<file path="src/rtl/free_list_pkg.sv">
// Shared pipeline constants for physical register renaming, plus the
// free-list operation encoding used to steer pointer/count updates.
package free_list_pkg;

  localparam int unsigned PR_W      = 6;
  localparam int unsigned ARCH_REGS = 32;
  localparam int unsigned NUM_PR    = 64;
  localparam int unsigned FL_DEPTH  = NUM_PR - ARCH_REGS;

  typedef enum logic [2:0] {
    FL_IDLE,
    FL_ALLOC,
    FL_RETIRE,
    FL_ALLOC_RETIRE,
    FL_UNPOP
  } fl_op_e;

endpackage

</file>
<file path="src/rtl/free_list.sv">
// Circular free list of physical register numbers: pops at head for dispatch,
// pushes at tail on retire, and pushes back at head during ROB recovery.
module free_list #(
  parameter int unsigned PR_W  = free_list_pkg::PR_W,
  parameter int unsigned DEPTH = free_list_pkg::FL_DEPTH
) (
  input  logic            clk,
  input  logic            rst,
  input  logic            alloc_req,
  input  logic            hazard_stall,
  output logic [PR_W-1:0] PR_new,
  output logic            alloc_ok,
  output logic            empty,
  output logic            full,
  input  logic            retire_en,
  input  logic            RegDest_retire,
  input  logic [PR_W-1:0] PR_old_RT,
  input  logic            recover,
  input  logic            RegDest_out,
  input  logic [PR_W-1:0] PR_new_flush
);
  import free_list_pkg::*;

  localparam int unsigned PTR_W = $clog2(DEPTH);
  localparam int unsigned CNT_W = PTR_W + 1;

  logic [PR_W-1:0]  mem_q [DEPTH];
  logic [PTR_W-1:0] head_q, head_d;
  logic [PTR_W-1:0] tail_q, tail_d;
  logic [CNT_W-1:0] count_q, count_d;

  logic             alloc, ret_req, unpop_req, ret, unpop;
  logic             wr_en;
  logic [PTR_W-1:0] wr_addr;
  logic [PR_W-1:0]  wr_data;
  fl_op_e           op;

  assign PR_new   = mem_q[head_q];
  assign empty    = (count_q == '0);
  assign full     = (count_q == CNT_W'(DEPTH));
  assign alloc    = alloc_req && !empty && !recover && !hazard_stall;
  assign alloc_ok = alloc;

  assign ret_req   = retire_en && RegDest_retire && !recover;
  assign unpop_req = recover && RegDest_out;
  // Pushes into a full list are dropped so the count can never exceed DEPTH.
  assign ret       = ret_req && !full;
  assign unpop     = unpop_req && !full;

  always_comb begin
    op = FL_IDLE;
    if (unpop)             op = FL_UNPOP;
    else if (alloc && ret) op = FL_ALLOC_RETIRE;
    else if (alloc)        op = FL_ALLOC;
    else if (ret)          op = FL_RETIRE;
  end

  always_comb begin
    head_d  = head_q;
    tail_d  = tail_q;
    count_d = count_q;
    wr_en   = 1'b0;
    wr_addr = tail_q;
    wr_data = PR_old_RT;
    unique case (op)
      FL_ALLOC: begin
        head_d  = head_q + PTR_W'(1);
        count_d = count_q - CNT_W'(1);
      end
      FL_RETIRE: begin
        wr_en   = 1'b1;
        tail_d  = tail_q + PTR_W'(1);
        count_d = count_q + CNT_W'(1);
      end
      FL_ALLOC_RETIRE: begin
        wr_en  = 1'b1;
        head_d = head_q + PTR_W'(1);
        tail_d = tail_q + PTR_W'(1);
      end
      FL_UNPOP: begin
        // Squashed PRs return youngest-first, rebuilding allocation order.
        wr_en   = 1'b1;
        wr_addr = head_q - PTR_W'(1);
        wr_data = PR_new_flush;
        head_d  = head_q - PTR_W'(1);
        count_d = count_q + CNT_W'(1);
      end
      default: ;
    endcase
  end

  always_ff @(posedge clk or negedge rst) begin
    if (!rst) begin
      head_q  <= '0;
      tail_q  <= '0;
      count_q <= CNT_W'(DEPTH);
    end else begin
      head_q  <= head_d;
      tail_q  <= tail_d;
      count_q <= count_d;
    end
  end

  always_ff @(posedge clk or negedge rst) begin
    if (!rst) begin
      for (int unsigned i = 0; i < DEPTH; i++) begin
        mem_q[i] <= PR_W'(DEPTH + i);
      end
    end else if (wr_en) begin
      mem_q[wr_addr] <= wr_data;
    end
  end

  a_no_push_when_full: assert property (
    @(posedge clk) disable iff (!rst) !((ret_req || unpop_req) && full)
  );

endmodule

</file>
<file path="config.mk">
export PLATFORM = sky130hd
export DESIGN_NAME = free_list
export DESIGN_NICKNAME = d
export VERILOG_FILES = /design/src/rtl/free_list_pkg.sv /design/src/rtl/free_list.sv
export SDC_FILE = /design/constraint.sdc
export NUM_CORES = 1
export LEC_CHECK = 0
export ABC_AREA = 1
export BUFFER_PORTS_ARGS = -buffer_cell sky130_fd_sc_hd__buf_2
export CAP_MARGIN = 20
export CORE_ASPECT_RATIO = 1.2
export CORE_UTILIZATION = 45
export DETAILED_ROUTE_END_ITERATION = 7
export GPL_TIMING_DRIVEN = 0
export SYNTH_ARGS = -nofsm -noshare
export SYNTH_HDL_FRONTEND = slang
export SYNTH_SLANG_ARGS = --single-unit
</file>
<file path="constraint.sdc">
create_clock -name clk -period 2.78 [get_ports clk]
set_clock_uncertainty 0.2 [all_clocks]
set_input_delay 0.278 -clock clk [delete_from_list [all_inputs] [get_ports clk]]
set_output_delay 0.278 -clock clk [all_outputs]
set_load 0.03 [all_outputs]
</file>
==> key figures <==
Status
  – Outcome: complete, but fails checks
  – Violated checks: setup timing

STA
  – Fmax: roughly 350 MHz
  – RSZ-0062 raised after global routing: yes
  – Slew @ Worst Pin: ~0.74 ns
  – Fin crit share: 1.038
  – Final critical-path required period: ~2.9 ns
  – Hold WS: between 0.02 and 0.025 ns
  – Final Hold Viols: 0
  – Final setup vio count: 6
  – Max-slew violations: 0
  – Relative slew slack: 0.5042
  – Final worst slack: -0.1045 ns

Final layout
  – Area growth, synth to finish: 23.53%
  – Share of cells above drive strength 1: 0.2666
  – Total Nets Final: 1548
  – Area occupied by multi-input gates: 0.005618 mm^2
  – Antenna diodes: 0
  – Final Non-Filler Cells: 1858
  – Fill count: 2279
  – Area occupied by registers: about 0.0053 mm^2

Global routing
  – Grt ovf: 0
  – Antenna violations before repair: 0
  – Global-route usage over all layers: 0.3015
  – Number of global-route vias before repair: a little over 10000
  – First-pass GRT wire length: between 50000 and 60000 um
  – Largest net degree at the start of global routing: 115

Placement
  – RePlAce Congestion: just over 0.9
  – IO Port Bufs: 28
  – Placed insts: roughly 1800
  – Detail Placement HPWL: roughly 25000 um
  – Place WS: -0.9605 ns

Setup path
  – Crit-path max FO: 10
  – Worst EP required: 2.30 ns
  – Crit end category: output port
  – CP Launch Type: flop
  – CP Class: reg2out
  – Worst Path Arrival: ~2.4 ns

Drt
  – Routed wire length: around 37000 um
  – DRT antenna net count: 0
  – DR pass1 iterations: 5
  – Wire length per cell: roughly 20 um
  – Avg Vias per Cell: around 5.6
  – Drt initial violations: ~880
  – Vias: between 10000 and 15000
  – DRC Markers: 0

Pwr
  – Sequential Power Share: 0.316
  – PwrDens: ~1200 mW/mm^2
  – Peak VDD IR: about 0.00056 V
  – NetSw: ~0.0071 W
  – Leak pwr: approximately 6.4 nW
  – Pint: approximately 0.0094 W
  – Sw Share: 0.4309
  – Clk pwr share: 0.196
  – Logic pwr share: 0.488

Logic synthesis
  – Sequential-to-total area share from yosys stat: 0.4875
  – Post-synthesis sequential element count: between 200 and 250
  – Cells after synthesis: ~1400
  – Mean Syn Cell Area: approximately 7.6 um^2
  – Net Count, Synth: between 1000 and 1500
  – Async SR Flop Fraction: 1.000
  – Library cells used by synthesis: 35
  – Cell taking the most area after synthesis: dfstp_2
  – Post-synth EDFFs: 0
  – Synth warn: 0
  – Post-synth top flop: dfstp_2
  – Synthesized area: between 0.01 and 0.015 mm^2
  – Most frequent cell after synthesis: nand2_1
  – Post-synth top area share: 0.2707
  – Top cells by count, synth: nand2_1, nor2_1, dfstp_2
  – Synth top area cells: dfstp_2, nand2_1, dfrtp_1

Clocking
  – Clock Tree Root: clkbuf_16
  – TritonCTS Sinks: 208
  – Max clock buf depth: 3
  – Clk_lat worst skew: around 0.53 ns
  – TritonCTS Buffers: 24
  – Clock Pin Slew Worst Setup and Hold Paths: 0.06 ns
  – CTS tree: built
  – Htree depth: 1

Flow run
  – Max-cap violations: 0

Floorplanning
  – Ports: 29
  – Die area: roughly 0.025 mm^2
  – Core area: 0.02389 mm^2
  – Die X: about 140 um
  – Die height: roughly 170 um
  – Starting Density: 0.4590
  – Num rows: 62

Min path
  – Hold crit path type: in2reg
==> power by group through the flow <==
stage	Combinational (W)	Clock [W]	Sequential [W]
final	0.00804	0.00323	0.00521
after global routing	0.00862	0.00339	0.00532
after CTS	0.00731	0.00327	0.00517
after detailed placement	0.00610	0	0.00519
after global placement	0.00603	0	0.00518
after floorplan	0.00422	0	0.00498
==> repair_timing <==
action	in CTS	in global routing
endpoints found under the setup margin	203	199
cloned	5	3
endpoints found under the hold margin	40	0
resized for setup	185	95
buffers inserted	5	9
pin swaps	17	31
hold buffers	3	0
==> kinds of logic after synthesis <==
| family | Yosys count | share of synthesized area |
|---|---|---|
| AOI/OAI and AO/OA | 148 | 0.07404 |
| xor gates and xnor gates | 12 | 0.009582 |
| adders and majority gates | 8 | 0.009810 |
| buffers and inverters | 108 | 0.04506 |
| DFF | 208 | 0.4875 |
| muxes | 1 | 0.001027 |
| and+or+nand+nor | 955 | 0.3730 |
==> layout make-up <==
type | count | share of cell area
Tap cell | 320 | 0.02955
Clock inverter | 8 | 0.007018
Timing Repair Buffer | 54 | 0.03472
Sequential cell | 208 | 0.3947
Inverter | 27 | 0.008403
Multi-Input combinational cell | 1124 | 0.4146
Buffer | 81 | 0.05882
Clock buffer | 36 | 0.05217
==> final timing paths <==
path                                             from                      to  slack, ns  cells past startpoint
min in group asynchronous                         rst  mem_q[139]$_DFFE_PN0P_       0.13                      2
max in group asynchronous                         rst   mem_q[80]$_DFFE_PN0P_       1.19                      3
worst min register to register  mem_q[59]$_DFFE_PN1P_   mem_q[59]$_DFFE_PN1P_       0.26                      2
worst max-delay path            head_q[0]$_DFFE_PN0P_               PR_new[2]      -0.10                     11
worst max register to register  head_q[0]$_DFFE_PN0P_  mem_q[148]$_DFFE_PN0P_       0.06                     13
worst min-delay path                     PR_old_RT[5]  mem_q[155]$_DFFE_PN1P_       0.02                      5
==> stage by stage <==
| step | util | instance area, um^2 | power, W | setup TNS (ns) |
|---|---|---|---|---|
| 2_1_floorplan | - | 10970 | 0.009202 | 0 |
| 3_3_place_gp | 0.4817 | 11510 | 0.01121 | -512.50 |
| 3_5_place_dp | 0.4832 | 11550 | 0.01129 | -166.59 |
| 4_1_cts | 0.5481 | 13100 | 0.01576 | -0.9042 |
| 5_1_grt | 0.5671 | 13550 | 0.01733 | -1.183 |
| 6_report | 0.5671 | 13550 | 0.01649 | -0.4451 |
==> worst max-delay path, stage by stage, from the launching register on <==
cell,delay [ns]
dfrtp_1,0.40
buf_6,0.16
inv_8,0.07
clkbuf_16,0.17
buf_12,0.14
nor2_1,0.06
o22ai_1,0.22
nor2_1,0.07
nor2_1,0.21
nor2_2,0.06
nor2_2,0.16
buf_6,0.16
==> metal layers <==
| layer | global-route usage | up-vias | routed length (um) |
|---|---|---|---|
| li1 | - | 4814 | - |
| met5 | 0 | - | 0 |
| met3 | 0.03988 | 93 | 2340 |
| met1 | 0.3962 | 5012 | 15380 |
| met2 | 0.4908 | 399 | 18120 |
| met4 | 0.1368 | 0 | 1436 |
==> cell usage in the layout (no fill, tap or decap), types with 15 or more instances in the layout <==
| cell | synthesis | layout |
|---|---|---|
| clkbuf_8 | 0 | 15 |
| nand4_1 | 62 | 62 |
| nand2_1 | 641 | 625 |
| nor2_4 | 2 | 32 |
| clkbuf_16 | 0 | 34 |
| dfstp_2 | 113 | 113 |
| nand2_2 | 12 | 23 |
| o21ai_1 | 0 | 19 |
| buf_2 | 20 | 38 |
| buf_4 | 5 | 19 |
| o22ai_1 | 24 | 17 |
| a21oi_1 | 23 | 19 |
| o21ai_0 | 89 | 70 |
| dfrtp_1 | 95 | 94 |
| inv_1 | 23 | 21 |
| nand3_2 | 25 | 16 |
| nand3_1 | 43 | 41 |
| nor2_1 | 139 | 116 |
| nor2_2 | 26 | 19 |
| buf_6 | 6 | 20 |
==> sequential cells by signal, summed over array words and instances (netlist names) <==
register / flops
count_q: 6
head_q: 5
tail_q: 5
mem_q: 192
Power figures use the tool's default switching activity.
